--- src/rtl/fpu_pkg.sv ---
// Shared FPU definitions: rounding modes, special encodings, flag layout, squarer states.
package fpu_pkg;

  localparam int unsigned MANT_W = 24;
  localparam int unsigned EXP_W  = 8;
  localparam int unsigned BIAS   = 127;
  localparam int unsigned PROD_W = 2 * MANT_W;
  localparam int unsigned WORD_W = 32;
  localparam int unsigned FLAG_W = 5;
  localparam int unsigned RM_W   = 3;
  localparam int unsigned E_W    = 11;

  typedef enum logic [RM_W-1:0] {
    RM_RNE = 3'b000,
    RM_RTZ = 3'b001,
    RM_RDN = 3'b010,
    RM_RUP = 3'b011,
    RM_RMM = 3'b100
  } rm_e;

  localparam logic [WORD_W-1:0] QNAN = 32'h7FC0_0000;
  localparam logic [WORD_W-1:0] PINF = 32'h7F80_0000;
  localparam logic [WORD_W-1:0] MAXF = 32'h7F7F_FFFF;

  localparam int unsigned FLAG_NV = 4;
  localparam int unsigned FLAG_DZ = 3;
  localparam int unsigned FLAG_OF = 2;
  localparam int unsigned FLAG_UF = 1;
  localparam int unsigned FLAG_NX = 0;

  typedef logic [1:0] state_t;
  localparam state_t ST_IDLE  = 2'd0;
  localparam state_t ST_MUL   = 2'd1;
  localparam state_t ST_ROUND = 2'd2;
  localparam state_t ST_DONE  = 2'd3;

endpackage

--- src/rtl/seq_mant_mult.sv ---
// Iterative 24x24 shift-add significand multiplier, one multiplier bit per cycle.
module seq_mant_mult
  import fpu_pkg::*;
(
  input  logic              clk,
  input  logic              rst,
  input  logic              start_i,
  input  logic [MANT_W-1:0] op_i,
  output logic              done_o,
  output logic [PROD_W-1:0] product_o
);

  localparam int unsigned CNT_W = 5;
  localparam int unsigned LAST  = MANT_W - 1;

  logic [MANT_W-1:0] mcand_q,  mcand_d;
  logic [MANT_W-1:0] mplier_q, mplier_d;
  logic [PROD_W-1:0] acc_q,    acc_d;
  logic [CNT_W-1:0]  count_q,  count_d;
  logic              run_q,    run_d;
  logic              done_q,   done_d;

  // Load on start, otherwise accumulate one partial product per cycle.
  always_comb begin
    mcand_d  = mcand_q;
    mplier_d = mplier_q;
    acc_d    = acc_q;
    count_d  = count_q;
    run_d    = run_q;
    done_d   = 1'b0;
    if (start_i) begin
      mcand_d  = op_i;
      mplier_d = op_i;
      acc_d    = '0;
      count_d  = '0;
      run_d    = 1'b1;
    end else if (run_q) begin
      if (mplier_q[count_q]) begin
        acc_d = acc_q + (PROD_W'(mcand_q) << count_q);
      end
      count_d = count_q + CNT_W'(1);
      if (count_q == CNT_W'(LAST)) begin
        run_d  = 1'b0;
        done_d = 1'b1;
      end
    end
  end

  // Multiplier state registers.
  always_ff @(posedge clk) begin
    if (!rst) begin
      mcand_q  <= '0;
      mplier_q <= '0;
      acc_q    <= '0;
      count_q  <= '0;
      run_q    <= 1'b0;
      done_q   <= 1'b0;
    end else begin
      mcand_q  <= mcand_d;
      mplier_q <= mplier_d;
      acc_q    <= acc_d;
      count_q  <= count_d;
      run_q    <= run_d;
      done_q   <= done_d;
    end
  end

  assign done_o    = done_q;
  assign product_o = acc_q;

endmodule

--- src/rtl/fp_square_seq.sv ---
// Sequential single-precision squarer y = a*a with start/valid handshake.
module fp_square_seq
  import fpu_pkg::*;
(
  input  logic              clk,
  input  logic              rst,
  input  logic              ready,
  input  logic [RM_W-1:0]   rounding_mode,
  input  logic [WORD_W-1:0] a,
  output logic [WORD_W-1:0] y,
  output logic [FLAG_W-1:0] FPU_flags,
  output logic              valid,
  output logic              busy
);

  state_t state_q, state_d;

  logic [EXP_W-1:0]  exp_q;
  logic [MANT_W-2:0] man_q;
  logic [RM_W-1:0]   rm_q;

  logic [WORD_W-1:0] y_q, y_d;
  logic [FLAG_W-1:0] flags_q, flags_d;
  logic              valid_q, valid_d;
  logic              busy_q, busy_d;

  logic              capture_c;
  logic              mul_done;
  logic [PROD_W-1:0] prod;
  logic [MANT_W-1:0] mul_op_c;

  // The operand sign never affects a square.
  logic unused_sign_c;
  assign unused_sign_c = a[WORD_W-1];

  assign mul_op_c = {(a[30:23] != '0), a[22:0]};

  seq_mant_mult u_mult (
    .clk      (clk),
    .rst      (rst),
    .start_i  (capture_c),
    .op_i     (mul_op_c),
    .done_o   (mul_done),
    .product_o(prod)
  );

  logic              exp_max_c, exp_zero_c, man_zero_c;
  logic [MANT_W-2:0] mant_c, mant_fin_c;
  logic [MANT_W-1:0] mant_rnd_c;
  logic              g_c, s_c, rnd_inc_c, trunc_mode_c;
  logic signed [E_W-1:0] e_pre_c, e_post_c;
  logic [WORD_W-1:0] res_y_c;
  logic [FLAG_W-1:0] res_flags_c;

  // Normalise, round and classify; only consumed in ROUND.
  always_comb begin
    exp_max_c  = (exp_q == '1);
    exp_zero_c = (exp_q == '0);
    man_zero_c = (man_q == '0);

    if (prod[PROD_W-1]) begin
      mant_c = prod[46:24];
      g_c    = prod[23];
      s_c    = |prod[22:0];
    end else begin
      mant_c = prod[45:23];
      g_c    = prod[22];
      s_c    = |prod[21:0];
    end

    e_pre_c = $signed(E_W'({exp_q, 1'b0})) - $signed(E_W'(BIAS))
            + $signed(E_W'(prod[PROD_W-1]));

    case (rm_q)
      RM_RTZ:  rnd_inc_c = 1'b0;
      RM_RDN:  rnd_inc_c = 1'b0;
      RM_RUP:  rnd_inc_c = g_c | s_c;
      RM_RMM:  rnd_inc_c = g_c;
      default: rnd_inc_c = g_c & (s_c | mant_c[0]);
    endcase
    trunc_mode_c = (rm_q == RM_RTZ) || (rm_q == RM_RDN);

    mant_rnd_c = {1'b0, mant_c} + MANT_W'(rnd_inc_c);
    mant_fin_c = mant_rnd_c[MANT_W-2:0];
    e_post_c   = mant_rnd_c[MANT_W-1] ? (e_pre_c + E_W'(1)) : e_pre_c;

    res_y_c     = '0;
    res_flags_c = '0;
    if (exp_max_c) begin
      if (!man_zero_c) begin
        res_y_c              = QNAN;
        res_flags_c[FLAG_NV] = ~man_q[MANT_W-2];
      end else begin
        res_y_c = PINF;
      end
    end else if (exp_zero_c) begin
      if (!man_zero_c) begin
        res_flags_c[FLAG_UF] = 1'b1;
        res_flags_c[FLAG_NX] = 1'b1;
      end
    end else if (e_pre_c <= $signed(E_W'(0))) begin
      res_flags_c[FLAG_UF] = 1'b1;
      res_flags_c[FLAG_NX] = 1'b1;
    end else if (e_post_c >= $signed(E_W'(255))) begin
      res_y_c              = trunc_mode_c ? MAXF : PINF;
      res_flags_c[FLAG_OF] = 1'b1;
      res_flags_c[FLAG_NX] = 1'b1;
    end else begin
      res_y_c              = {1'b0, e_post_c[EXP_W-1:0], mant_fin_c};
      res_flags_c[FLAG_NX] = g_c | s_c;
    end
    res_flags_c[FLAG_DZ] = 1'b0;
  end

  // Next-state and registered-output logic.
  always_comb begin
    state_d   = state_q;
    y_d       = y_q;
    flags_d   = flags_q;
    valid_d   = 1'b0;
    capture_c = 1'b0;
    case (state_q)
      ST_IDLE: begin
        if (ready) begin
          capture_c = 1'b1;
          state_d   = ST_MUL;
        end
      end
      ST_MUL: begin
        if (mul_done) state_d = ST_ROUND;
      end
      ST_ROUND: begin
        y_d     = res_y_c;
        flags_d = res_flags_c;
        valid_d = 1'b1;
        state_d = ST_DONE;
      end
      ST_DONE: state_d = ST_IDLE;
      default: state_d = ST_IDLE;
    endcase
    busy_d = (state_d != ST_IDLE);
  end

  // State and output registers.
  always_ff @(posedge clk) begin
    if (!rst) begin
      state_q <= ST_IDLE;
      y_q     <= '0;
      flags_q <= '0;
      valid_q <= 1'b0;
      busy_q  <= 1'b0;
    end else begin
      state_q <= state_d;
      y_q     <= y_d;
      flags_q <= flags_d;
      valid_q <= valid_d;
      busy_q  <= busy_d;
    end
  end

  // Operand capture at start.
  always_ff @(posedge clk) begin
    if (!rst) begin
      exp_q <= '0;
      man_q <= '0;
      rm_q  <= '0;
    end else if (capture_c) begin
      exp_q <= a[30:23];
      man_q <= a[22:0];
      rm_q  <= rounding_mode;
    end
  end

  assign y         = y_q;
  assign FPU_flags = flags_q;
  assign valid     = valid_q;
  assign busy      = busy_q;

endmodule

--- config.mk ---
export PLATFORM = sky130hd
export DESIGN_NAME = fp_square_seq
export DESIGN_NICKNAME = d
export VERILOG_FILES = /design/src/rtl/fpu_pkg.sv /design/src/rtl/seq_mant_mult.sv /design/src/rtl/fp_square_seq.sv
export SDC_FILE = /design/constraint.sdc
export NUM_CORES = 1
export LEC_CHECK = 0
export BUFFER_PORTS_ARGS = -buffer_cell sky130_fd_sc_hd__buf_4
export CAP_MARGIN = 20
export CORE_MARGIN = 3
export CORE_UTILIZATION = 40
export CTS_BUF_LIST = sky130_fd_sc_hd__clkbuf_16
export DETAILED_ROUTE_END_ITERATION = 12
export PLACE_DENSITY_LB_ADDON = 0.12
export SLEW_MARGIN = 20
export SYNTH_ARGS = -nofsm -noshare
export SYNTH_HDL_FRONTEND = slang
export SYNTH_HIERARCHICAL = 1
export SYNTH_SLANG_ARGS = --single-unit
--- constraint.sdc ---
create_clock -name clk -period 6 [get_ports clk]
set_clock_uncertainty 0.15 [all_clocks]
set_input_delay 1.8 -clock clk [delete_from_list [all_inputs] [get_ports clk]]
set_output_delay 1.8 -clock clk [all_outputs]
set_load 0.005 [all_outputs]
After elaboration in Yosys (flattened, before gate mapping)
Index checks and enable logic that the tools add are counted.
- register bits: 153
- input port bits: 38
- output and inout bits: 39
- logic and storage cells: 84
- muxes and demuxes: 34
- order comparisons: 3
- reductions and logical operators: 12
- $add $sub $neg: 6
- shifts and indexed selects: 1
- bitwise gates (word level): 6
- eq/ne operators: 9
- operator list (kind ; number):
    $mux W31 ; 3
    $add A48 B48 Y48 ; 1
    $shl A24 B5 Y48 ; 1
    $mux W23 ; 2
    $mux W32 ; 1
    $add A23 B1 Y24 ; 1
    $mux W24 ; 1
    $logic_not A23 Y1 ; 1
    $reduce_or A23 Y1 ; 1
    $reduce_or A22 Y1 ; 1
    $mux W1 ; 18
    $add A10 B2 Y11 ; 1
    $add A11 B2 Y11 const B ; 1
    $ge A11 B9 Y1 const B ; 1
    $le A11 B1 Y1 const B ; 1
    $mux W11 ; 1
    $sub A9 B7 Y10 const B ; 1
    $eq A8 B8 Y1 const B ; 1
    $logic_not A8 Y1 ; 1
    $mux W2 ; 4
    $pmux W2 S4 ; 1
    $reduce_bool A8 Y1 ; 1
    $eq A3 B2 Y1 const B ; 2
    $lt A5 B6 Y1 const B ; 1
    18 further kinds ; 23

Depth between registers and ports, before layout
Gate-level depths: netlist of the first run.
- depth in word-level cells: 12
- gate-level depth with buffers: 21
- depth with buffers taken out: 18

Cells and area by module
Netlist of the first run, hierarchy kept.
- by module, submodules not included (module ; area each (µm²) ; cells an instance ; instances):
    seq_mant_mult ; 7357.1 ; 963 ; 1
    fp_square_seq ; 4396.7 ; 594 ; 1

Worst setup path after synthesis of the first run
No wires, ideal clock.
- path type: register to register
- from: reg u_mult.acc_q[47], in the netlist u_mult/product_o[47]
- to: reg y_q[22], in the netlist y[22]
- slack: 1.234 ns
- data arrival time: 4.542 ns
- library setup time: 0.074 ns
- cell stages (with the launch flop): 20
- cell sequence: dfxtp_1 > buf_6 > clkbuf_1 > clkbuf_1 > buf_1 > mux2i_1 > nand2_1 > nand4_1 > o21ai_0 > ha_1 > nand4_1 > or3_1 > clkbuf_1 > nor3_4 > nor3b_1 > xor2_1 > a31o_2 > and2_4 > or4_1 > a31oi_1
- cells in the longest elaborated chain, start to end: 11
- elaborated cells on any way between the ends: 17
- ends and longest elaborated chain (item ; RTL line ; RTL):
    from (decl) ; seq_mant_mult.sv:18 ; logic [PROD_W-1:0] acc_q, acc_d;
    from (signal assigned) ; seq_mant_mult.sv:54 ; acc_q <= '0;
    from (signal assigned) ; seq_mant_mult.sv:61 ; acc_q <= acc_d;
    $mux W1 / $mux W23 (equally long branches) ; fp_square_seq.sv:61 ; if (prod[PROD_W-1]) begin
    $or A1 B1 Y1 ; fp_square_seq.sv:79 ; default: rnd_inc_c = g_c & (s_c | mant_c[0]);
    $and A1 B1 Y1 ; fp_square_seq.sv:79 ;
    $pmux W1 S3 ; fp_square_seq.sv:74 ; case (rm_q)
    $add A23 B1 Y24 ; fp_square_seq.sv:83 ; mant_rnd_c = {1'b0, mant_c} + MANT_W'(rnd_inc_c);
    $mux W11 ; fp_square_seq.sv:85 ; e_post_c = mant_rnd_c[MANT_W-1] ? (e_pre_c + E_W'(1)) : e_pre_c;
    $ge A11 B9 Y1 ; fp_square_seq.sv:104 ; end else if (e_post_c >= $signed(E_W'(255))) begin
    $mux W31 ; fp_square_seq.sv:104 ;
    $mux W31 (*) ; fp_square_seq.sv:101 ; end else if (e_pre_c <= $signed(E_W'(0))) begin
    $mux W31 (*) ; fp_square_seq.sv:96 ; end else if (exp_zero_c) begin
    $mux W32 (*) ; fp_square_seq.sv:89 ; if (exp_max_c) begin
    to (signal assigned) ; fp_square_seq.sv:154 ; y_q <= y_d;
    to (decl) ; fp_square_seq.sv:22 ; logic [WORD_W-1:0] y_q, y_d;
Mark *: on every way between the ends. The rest lies on a longest branch, timed or not.
A chain may end at the register's enable or synchronous reset.

Worst setup path in the final report of the first run
- from: reg u_mult.count_q[1]
- to: reg u_mult.acc_q[44], in the netlist u_mult/product_o[44]
- cells in the longest elaborated chain, start to end: 3
- elaborated cells on any way between the ends: 5
- ends and longest elaborated chain (item ; RTL line ; RTL):
    from (decl) ; seq_mant_mult.sv:19 ; logic [CNT_W-1:0] count_q, count_d;
    from (signal assigned) ; seq_mant_mult.sv:62 ; count_q <= count_d;
    branches (longest 3 deep; another with $add A48 B48 Y48) ; n/a ;
Several ways; the timed one is not identified. The select of a mux whose other input is x is not followed.

==> summary.txt, run 1 <==
Run status
  – Status: complete, no violations

Min path
  – WHS Path Cells: 2
  – Worst hold path type: reg2reg

Worst setup path
  – Critical path type: reg2reg
  – Req. time, crit path: 6.13 ns
  – CP startpoint kind: flop
  – Arrival @ worst endpoint: 5.05 ns
  – R2R depth: 16
  – CP Capture Type: flop
  – Crit Path Max Fanout: 28
  – Slowest CP cell: dfxtp_2
  – Critical path's largest stage delay: 0.75 ns
  – CP Cell Sequence: buf_4 -> mux2_2 -> mux2i_1 -> o21ai_0 -> o21ai_0 -> o22ai_1 -> ha_1 -> nand4_1 -> nor2_1 -> nand2_1 -> a21oi_1 -> a2bb2oi_2 -> and4_1 -> o221ai_1 -> xor2_1 -> a21oi_1

Yosys
  – Synth top area share: 0.259
  – Main area contributors after synthesis: dfxtp_1 (26%), nand2_1 (7.1%), mux2i_1 (6.7%)
  – Synth Cell Area: 0.0118 mm²
  – FFs w/ async S/R, synth: 0
  – Number of synthesized flops with an enable pin: 0
  – Post-synthesis cell type count: 95
  – Register area share after synthesis: 0.259
  – Syn Inst Count: 1557
  – Top_reg_cell synth: dfxtp_1
  – Mean Syn Cell Area: 7.55 µm²
  – Area leader, netlist: dfxtp_1
  – Flop and latch count out of synthesis: 152
  – Synth warn: 6

GRT
  – Layer with the highest usage: met2
  – First-pass GRT wire length: 53700 µm
  – Congestion Overflow GR: 0
  – GRT Total Usage: 0.210
  – Vias in the first global route: 10000
  – Met3 usage in global routing: 0.0274
  – Met2 usage: 0.339
  – M1 GR Usage: 0.294
  – Largest net degree at the start of global routing: 56
  – Initial antenna violation count: 0

Layout
  – NumNets Final: 1658
  – Share of cells above drive strength 1: 0.119
  – Post-layout util: 0.453
  – # diodes: 0
  – Fill count: 3054
  – Synth-to-Final Area Change: 11.2%

Routing
  – Iter 0 DRT Violations: 989
  – Vias post-DR: 10900
  – Drt first pass iters: 6
  – Antenna Violating Nets Remaining: 0
  – Post-Route WL: 33400 µm
  – Via-to-Cell Ratio: 5.58
  – DR WL/cell: 17.0 µm
  – DRC violations left: 0

Floorplanning
  – Die height: 177 µm
  – Die area: 0.0315 mm²
  – CORE AREA: 0.0289 mm²
  – Ports: 77
  – Die Width: 177 µm
  – Starting Density: 0.407
  – Row count: 62

Clocking
  – Register clock-pin slew on the reported worst setup and hold paths: 0.07 ns
  – CTS max path bufs: 2
  – Root Buffer: clkbuf_16
  – Clock buffer count from CTS: 17
  – Clock sink total: 152
  – Worst-skew pair later-pin latency: 0.43 ns
  – Post-CTS Setup Repair Bufs: 0
  – # H-tree levels: 4
  – Hold Buf Count CTS: 0
  – CTS tree: built
  – Post-CTS Resized: 0

Power
  – Flop pwr share: 0.423
  – Max IR drop VDD: 0.169 mV
  – Power share of the combinational group: 0.124
  – Pwr dens: 194 mW/mm²
  – P_int: 0.00183 W
  – Leakage power: 5.13 nW
  – Clk pwr share: 0.452
  – Net Switching: 0.000708 W
  – Sw frac: 0.279
  – Final total power: 0.00253 W

Timing
  – WHS: 0.303 ns
  – Unrepaired setup endpoints after global routing: false
  – Final setup vio count: 0
  – Least-Margin Pin Slew: 0.987 ns
  – Max Clk Rate: 0.203 GHz
  – Setup_tns: 0 ns
  – Final Hold Fails: 0
  – Post-route setup slack: 1.07 ns
  – Max-slew violation count: 0
  – Tmin final: 4.93 ns
  – Max_slew headroom: 0.342
  – Final period util: 0.821

Placed design
  – Buffers added on ports: 73
  – HPWL after detailed placement: 25300 µm
  – Gpl congestion: 0.928
  – Worst slack, placed: 0.745 ns

Job
  – Max-Cap Viols: 0
-- routing by layer --
metal / up-vias / part of all wire
met5: - / 0
met2: 228 / 0.46
met3: 37 / 0.040
li1: 5556 / -
met1: 5112 / 0.48
met4: 0 / 0.018
-- state kept, by name, summed over array words and instances (netlist names) --
signal	cells
u_mult/done_o	1
u_mult/count_q	5
FPU_flags	4
u_mult/product_o	48
man_q	23
exp_q	8
busy	1
state_q	2
u_mult/run_q	1
y	31
rm_q	3
valid	1
u_mult/mplier_q	24
-- area by class of cell --
cell class                 instances  area (µm²)  share of cell area
multi-input combinational       1273        8150               0.623
clock inverter                    15         193              0.0147
tap                              384         480              0.0368
sequential                       152        3050               0.233
clock buffer                      17         425              0.0326
inverter                          29         109             0.00833
timing repair buffer              89         668              0.0511
-- power by group through the flow --
stage	Sequential, W	Combinational (W)	Clock (W)
3_5_place_dp	0.00110	0.000313	0
6_report	0.00107	0.000315	0.00115
3_3_place_gp	0.00110	0.000312	0
2_1_floorplan	0.00107	0.000238	0
5_1_grt	0.00108	0.000348	0.00121
4_1_cts	0.00107	0.000314	0.00118
-- layout by cell type (no fill, tap or decap), drive strengths merged, types with 8 or more instances in the layout --
| master | instances |
|---|---|
| a211o | 8 |
| a211oi | 30 |
| a21o | 31 |
| a21oi | 142 |
| a31oi | 12 |
| and2 | 12 |
| and3 | 12 |
| buf | 89 |
| clkbuf | 17 |
| dfxtp | 152 |
| ha | 57 |
| inv | 32 |
| mux2 | 29 |
| mux2i | 79 |
| nand2 | 223 |
| nand2b | 9 |
| nand3 | 39 |
| nand4 | 29 |
| nor2 | 175 |
| nor2b | 34 |
| nor3 | 23 |
| nor4 | 22 |
| o211ai | 10 |
| o21ai | 90 |
| o22ai | 14 |
| xnor2 | 41 |
| xor2 | 49 |
-- worst paths after layout --
check                         start                    to  slack [ns]
setup / recovery  u_mult/count_q[1]  u_mult/product_o[44]        1.07
hold reg to reg               y[18]                 y[18]        0.30
setup reg to reg  u_mult/count_q[1]  u_mult/product_o[44]        1.07
hold / removal                y[18]                 y[18]        0.30
-- worst max-delay path, delay by kind of cell (launching register included) --
| kind | cells | cell delay, ns |
|---|---|---|
| compound gates | 7 | 1.54 |
| xor+xnor | 1 | 0.21 |
| fa+ha+maj | 1 | 0.44 |
| buf+inv | 1 | 0.30 |
| flops | 1 | 0.75 |
| mux | 2 | 0.63 |
| simple gates | 4 | 0.77 |
-- synth_stat cells (27+ instances only) --
cell        n
nand2_1   222
nor2_1    174
dfxtp_1   152
a21oi_1   141
mux2i_1    79
o21ai_0    69
clkbuf_1   61
ha_1       57
xor2_1     49
xnor2_1    41
nand3_1    37
nor2b_1    34
a21o_1     31
a211oi_1   29
nand4_1    29
mux2_2     27
-- stage by stage --
step	instances	area, µm²
2_1_floorplan	1558	11800
3_3_place_gp	1927	12400
3_5_place_dp	1927	12400
4_1_cts	1959	13100
5_1_grt	1959	13100
6_report	1959	13100
-- logic make-up (layout without fill, tap and decap cells) --
group,Yosys count,in the layout,synth area share
AOI/OAI and AO/OA,390,390,0.205
xor gates and xnor gates,90,90,0.0671
adders and majority gates,59,59,0.0632
buffers and inverters,133,150,0.0493
DFF,152,152,0.259
muxes,114,114,0.107
other,1,2,0.000319
and+or+nand+nor,618,618,0.249
No activity file was read; power rests on OpenSTA's default activity.
==> run 2: changes to the inputs <==
Clock period 6 ns to 5 ns, I/O delays scaled along.
==> summary.txt, run 2 (synthesized netlist as in run 1, its figures left out) <==
Placed design
  – HPWL after detailed placement: 26000 µm (was 25300 µm)
  – Buffers added on ports: 73 (unchanged)
  – Placed cell count: 1940 (was 1927)
  – Worst slack, placed: 0.299 ns (was 0.745 ns)
  – Gpl congestion: 0.959 (was 0.928)

Layout
  – Fill count: 3063 (was 3054)
  – Commonest non-fill, non-tap cell in the layout: nand2_1 (unchanged)
  – Non-Filler Instances: 1973 (was 1959)
  – Multi-input gate area: 0.00815 mm² (unchanged)
  – Synth-to-Final Area Change: 11.7% (was 11.2%)
  – NumNets Final: 1672 (was 1658)
  – # diodes: 0 (unchanged)
  – Max reg flops: 48 (unchanged)
  – Sequential cell area: 0.00305 mm² (about the same)
  – Share of cells above drive strength 1: 0.127 (was 0.119)
  – Most frequent cells in the layout: nand2_1 (222), nor2_1 (174), dfxtp_1 (149), a21oi_1 (141), buf_4 (100) (was nand2_1 (222), nor2_1 (174), dfxtp_1 (149), a21oi_1 (141), buf_4 (89))

Clocking
  – # H-tree levels: 4 (unchanged)
  – Clock sink total: 152 (unchanged)
  – Clock buffer count from CTS: 17 (unchanged)
  – CTS max path bufs: 2 (unchanged)
  – Hold Buf Count CTS: 0 (unchanged)
  – Post-CTS Setup Repair Bufs: 0 (unchanged)
  – CTS tree: built (unchanged)
  – Register clock-pin slew on the reported worst setup and hold paths: 0.07 ns (about the same)
  – Root Buffer: clkbuf_16 (unchanged)
  – Worst-skew pair later-pin latency: 0.44 ns (was 0.43 ns)
  – Post-CTS Resized: 0 (unchanged)

Power
  – Final total power: 0.00292 W (was 0.00253 W)
  – Leakage power: 5.17 nW (was 5.13 nW)
  – Max IR drop VDD: 0.172 mV (was 0.169 mV)
  – Pwr dens: 222 mW/mm² (was 194 mW/mm²)

Timing
  – Final Hold Fails: 0 (unchanged)
  – Max-slew violation count: 0 (unchanged)
  – WHS: 0.304 ns (was 0.303 ns)
  – Max_slew headroom: 0.385 (was 0.342)
  – Final setup vio count: 0 (unchanged)
  – Max Clk Rate: 0.213 GHz (was 0.203 GHz)
  – Post-route setup slack: 0.294 ns (was 1.07 ns)
  – Final period util: 0.941 (was 0.821)
  – Setup_tns: 0 ns (unchanged)
  – Unrepaired setup endpoints after global routing: false (unchanged)
  – Least-Margin Pin Slew: 0.920 ns (was 0.987 ns)
  – Tmin final: 4.71 ns (was 4.93 ns)

GRT
  – Largest net degree at the start of global routing: 59 (was 56)
  – Congestion Overflow GR: 0 (unchanged)
  – Vias in the first global route: 10200 (was 10000)
  – Initial antenna violation count: 0 (unchanged)
  – First-pass GRT wire length: 54900 µm (was 53700 µm)
  – GRT Total Usage: 0.217 (was 0.210)

Floorplanning
  – Die height: 177 µm (unchanged)
  – Die Width: 177 µm (unchanged)
  – Row count: 62 (unchanged)
  – Ports: 77 (unchanged)
  – CORE AREA: 0.0289 mm² (unchanged)
  – Starting Density: 0.407 (unchanged)
  – Die area: 0.0315 mm² (unchanged)

Worst setup path
  – Arrival @ worst endpoint: 4.93 ns (was 5.05 ns)
  – Req. time, crit path: 5.22 ns (was 6.13 ns)
  – Critical path type: reg2reg (unchanged)
  – CP Capture Type: flop (unchanged)
  – R2R Setup Slk: 0.29 ns (was 1.07 ns)
  – Slowest CP cell: nor4_1 (was dfxtp_2)
  – Most common cell type on the critical path: nand4_1
  – R2R depth: 15 (was 16)
  – Buf/Inv on CP: 0 (was 1)
  – R2R Path Start: u_mult/product_o[15] (was u_mult/count_q[1])
  – Critical Path Source: u_mult/product_o[15] (was u_mult/count_q[1])
  – CP Cell Sequence: nor4_1 -> nand4_1 -> nor3_1 -> maj3_1 -> o21ai_0 -> ha_1 -> nand4_1 -> or3_1 -> nor3_4 -> nor4b_1 -> o2111ai_1 -> a211o_1 -> and2_4 -> or4_1 -> a31oi_1 (was buf_4 -> mux2_2 -> mux2i_1 -> o21ai_0 -> o21ai_0 -> o22ai_1 -> ha_1 -> nand4_1 -> nor2_1 -> nand2_1 -> a21oi_1 -> a2bb2oi_2 -> and4_1 -> o221ai_1 -> xor2_1 -> a21oi_1)
  – Crit Path Max Fanout: 7 (was 28)
  – CP startpoint kind: flop (unchanged)
  – FF-to-FF End: y[22] (was u_mult/product_o[44])
  – CP top delay family: simple AND/OR/NAND/NOR gates (was compound AO/OA/AOI/OAI gates)
  – Critical path's largest stage delay: 0.54 ns (was 0.75 ns)

Min path
  – Hold Path End: y[17] (was y[18])
  – Worst hold path type: reg2reg (unchanged)
  – WHS Path Cells: 2 (unchanged)
  – Worst Hold Launch: y[17] (was y[18])

Routing
  – Iter 0 DRT Violations: 952 (was 989)
  – Via-to-Cell Ratio: 5.58 (about the same)
  – Antenna Violating Nets Remaining: 0 (unchanged)
  – Drt first pass iters: 5 (was 6)
  – Vias post-DR: 11000 (was 10900)
  – DRC violations left: 0 (unchanged)
  – DR WL/cell: 17.4 µm (was 17.0 µm)
  – Post-Route WL: 34400 µm (was 33400 µm)

Run status
  – Status: complete, no violations (unchanged)

Job
  – Max-Cap Viols: 0 (unchanged)
## run 2: cell types whose count changed in the layout (fill, tap and decap cells not counted), moves of 2 or more
cell / change
buf_12: +2
buf_4: +11
bufinv_16: -3
clkinv_4: -2
clkinvlp_4: +4
inv_6: +2
## run 2: per-stage QoR
step,utilization,cell area [µm²]
floorplan,-,11800
global placement,0.436,12600
detailed placement,0.436,12600
CTS,0.454,13100
global route,0.455,13100
finish,0.455,13100
## run 2: worst max-delay path by stage
stage	end	slack [ns]	cells past startpoint
6_report	y[22]	0.29	15
5_1_grt	u_mult/product_o[47]	0.02	17
4_1_cts	u_mult/product_o[41]	0.27	16
3_5_place_dp	u_mult/product_o[41]	0.30	16
3_3_place_gp	u_mult/product_o[41]	0.27	16
2_1_floorplan	y[22]	0.23	19
## run 2: worst register-to-register path, stage by stage, from the launching register on
cell	delay, ns
dfxtp_1	0.33
nor4_1	0.54
nand4_1	0.30
nor3_1	0.50
maj3_1	0.26
o21ai_0	0.10
ha_1	0.28
nand4_1	0.13
or3_1	0.32
nor3_4	0.12
nor4b_1	0.27
o2111ai_1	0.17
a211o_1	0.30
and2_4	0.20
or4_1	0.51
a31oi_1	0.17
## run 2: power breakdown
part	internal (W)	total (W)	switching, W
registers	0.00124	0.00128	0.0000412
clock network	0.000645	0.00124	0.000595
logic	0.000158	0.000393	0.000235
total	0.00205	0.00292	0.000871
## run 2: area by class of cell
cell class,instances,share of cell area
multi-input cells,1273,0.621
well taps,384,0.0366
repair inverters,1,0.000572
clock inverters,15,0.00886
flip-flops and latches,152,0.232
clock buffers,17,0.0324
repair buffers,102,0.0602
inverters,29,0.00858
## run 2: metal layers
layer	wire [µm]	GRT usage	share of wire	vias up
met5	0	0	0	-
met4	695	0.0635	0.020	0
met3	1460	0.0300	0.043	42
met2	15500	0.344	0.45	261
met1	16700	0.307	0.49	5112
li1	-	-	-	5590
==> run 3: changes to the inputs <==
Clock period 5 ns to 5.8 ns, I/O delays scaled along.
==> summary.txt, run 3 (synthesized netlist as in run 1, its figures left out) <==
Run status
  – Status: complete, no violations (unchanged)

Clocking
  – Root Buffer: clkbuf_16 (unchanged)
  – Hold Buf Count CTS: 0 (unchanged)
  – Post-CTS Resized: 0 (unchanged)
  – # H-tree levels: 4 (unchanged)
  – CTS tree: built (unchanged)
  – CTS max path bufs: 2 (unchanged)
  – Clock buffer count from CTS: 17 (unchanged)
  – Register clock-pin slew on the reported worst setup and hold paths: 0.07 ns (about the same)
  – Worst-skew pair later-pin latency: 0.43 ns (was 0.44 ns)
  – Post-CTS Setup Repair Bufs: 0 (unchanged)
  – Clock sink total: 152 (unchanged)

Timing
  – Unrepaired setup endpoints after global routing: false (unchanged)
  – Least-Margin Pin Slew: 0.925 ns (was 0.920 ns)
  – Max Clk Rate: 0.208 GHz (was 0.213 GHz)
  – Max-slew violation count: 0 (unchanged)
  – Final Hold Fails: 0 (unchanged)
  – Max_slew headroom: 0.382 (was 0.385)
  – Tmin final: 4.80 ns (was 4.71 ns)
  – Final setup vio count: 0 (unchanged)
  – Setup_tns: 0 ns (unchanged)
  – Final period util: 0.827 (was 0.941)

Worst setup path
  – Critical path type: reg2reg (unchanged)
  – CP Capture Type: flop (unchanged)
  – Arrival @ worst endpoint: 5.01 ns (was 4.93 ns)
  – Req. time, crit path: 6.01 ns (was 5.22 ns)
  – CP startpoint kind: flop (unchanged)
  – Crit Path Max Fanout: 10 (was 7)

Layout
  – Multi-input gate area: 0.00815 mm² (unchanged)
  – Most frequent cells in the layout: nand2_1 (222), nor2_1 (174), dfxtp_1 (150), a21oi_1 (141), buf_4 (93) (was nand2_1 (222), nor2_1 (174), dfxtp_1 (149), a21oi_1 (141), buf_4 (100))
  – Max reg flops: 48 (unchanged)
  – Commonest non-fill, non-tap cell in the layout: nand2_1 (unchanged)
  – NumNets Final: 1662 (was 1672)
  – Sequential cell area: 0.00305 mm² (about the same)
  – Synth-to-Final Area Change: 11.0% (was 11.7%)
  – Share of cells above drive strength 1: 0.121 (was 0.127)
  – Fill count: 3012 (was 3063)

Routing
  – DR WL/cell: 17.2 µm (was 17.4 µm)
  – DRC violations left: 0 (unchanged)
  – Via-to-Cell Ratio: 5.57 (was 5.58)
  – Drt first pass iters: 5 (unchanged)
  – Vias post-DR: 10900 (was 11000)
  – Post-Route WL: 33900 µm (was 34400 µm)
  – Antenna Violating Nets Remaining: 0 (unchanged)
  – Iter 0 DRT Violations: 746 (was 952)

Placed design
  – HPWL after detailed placement: 25900 µm (was 26000 µm)
  – Buffers added on ports: 73 (unchanged)
  – Gpl congestion: 0.916 (was 0.959)

GRT
  – Initial antenna violation count: 0 (unchanged)
  – GRT Total Usage: 0.214 (was 0.217)
  – Largest net degree at the start of global routing: 54 (was 59)
  – Congestion Overflow GR: 0 (unchanged)
  – First-pass GRT wire length: 54200 µm (was 54900 µm)
  – Vias in the first global route: 10100 (was 10200)

Power
  – Pwr dens: 195 mW/mm² (was 222 mW/mm²)
  – Final total power: 0.00255 W (was 0.00292 W)
  – P_int: 0.00180 W (was 0.00205 W)
  – Leakage power: 5.13 nW (was 5.17 nW)
  – Clk pwr share: 0.435 (was 0.425)
  – Sw frac: 0.292 (was 0.299)
  – Flop pwr share: 0.435 (was 0.440)
  – Net Switching: 0.000744 W (was 0.000871 W)
  – Power share of the combinational group: 0.130 (was 0.135)
  – Max IR drop VDD: 0.170 mV (was 0.172 mV)

Floorplanning
  – Die area: 0.0315 mm² (unchanged)
  – Ports: 77 (unchanged)
  – Die Width: 177 µm (unchanged)
  – Row count: 62 (unchanged)
  – Die height: 177 µm (unchanged)
  – Starting Density: 0.407 (unchanged)
  – CORE AREA: 0.0289 mm² (unchanged)

Min path
  – Worst hold path type: reg2reg (unchanged)

Job
  – Max-Cap Viols: 0 (unchanged)
-- run 3: changes by cell type in the layout (fill, tap and decap cells not counted), sizes merged --
| cell | change |
|---|---|
| buf | -9 |
| clkinvlp | -2 |
| bufinv | +1 |
| clkinv | +1 |
| diode | +1 |
| inv | -1 |
-- run 3: path summary, 6_finish.rpt --
path | startpoint | end | slack [ns] | depth (start not counted)
hold / removal | y[12] | y[12] | 0.30 | 2
setup / recovery | u_mult/product_o[24] | y[22] | 1.00 | 14
setup reg to reg | u_mult/product_o[24] | y[22] | 1.00 | 14
hold reg to reg | y[12] | y[12] | 0.30 | 2
-- run 3: cell type report --
class	instances	area share
inverter	29	0.00834
multi-input combinational	1273	0.624
timing repair buffer	93	0.0535
clock inverter	15	0.0110
tap	384	0.0368
clock buffer	17	0.0326
sequential	152	0.233
antenna	1	0.000192
-- run 3: metrics by stage --
step	setup WS (ns)	hold slack [ns]	instance area (µm²)	cells	util
floorplan	1.03	0.286	11800	1558	-
global placement	1.04	0.286	12500	1931	0.432
detailed placement	1.00	0.295	12500	1931	0.432
CTS	0.982	0.310	13000	1963	0.452
global route	0.671	0.323	13000	1963	0.452
finish	1.00	0.303	13100	1964	0.452
-- run 3: per-layer routing --
layer,GRT usage,up-vias,part of all wire
li1,-,5562,-
met1,0.297,5104,0.48
met2,0.347,243,0.46
met3,0.0306,33,0.043
met4,0.0560,0,0.016
met5,0,-,0
-- run 3: critical path, cell delays in order (launching register included) --
cell and delay [ns]:
dfxtp_1 0.57, mux2_2 0.31, nor3_1 0.09, maj3_1 0.35
o21ai_0 0.17, ha_1 0.31, nand4_1 0.15, or3_1 0.54
nor3_4 0.46, nor3b_1 0.39, xor2_1 0.11, a31o_2 0.30
and2_4 0.17, or4_1 0.50, a31oi_1 0.16
-- run 3: power by group through the flow --
stage | clock, W | sequential (W) | combinational [W]
2_1_floorplan | 0 | 0.00111 | 0.000246
3_3_place_gp | 0 | 0.00113 | 0.000329
3_5_place_dp | 0 | 0.00113 | 0.000330
4_1_cts | 0.00114 | 0.00111 | 0.000331
5_1_grt | 0.00118 | 0.00111 | 0.000366
6_report | 0.00111 | 0.00111 | 0.000332
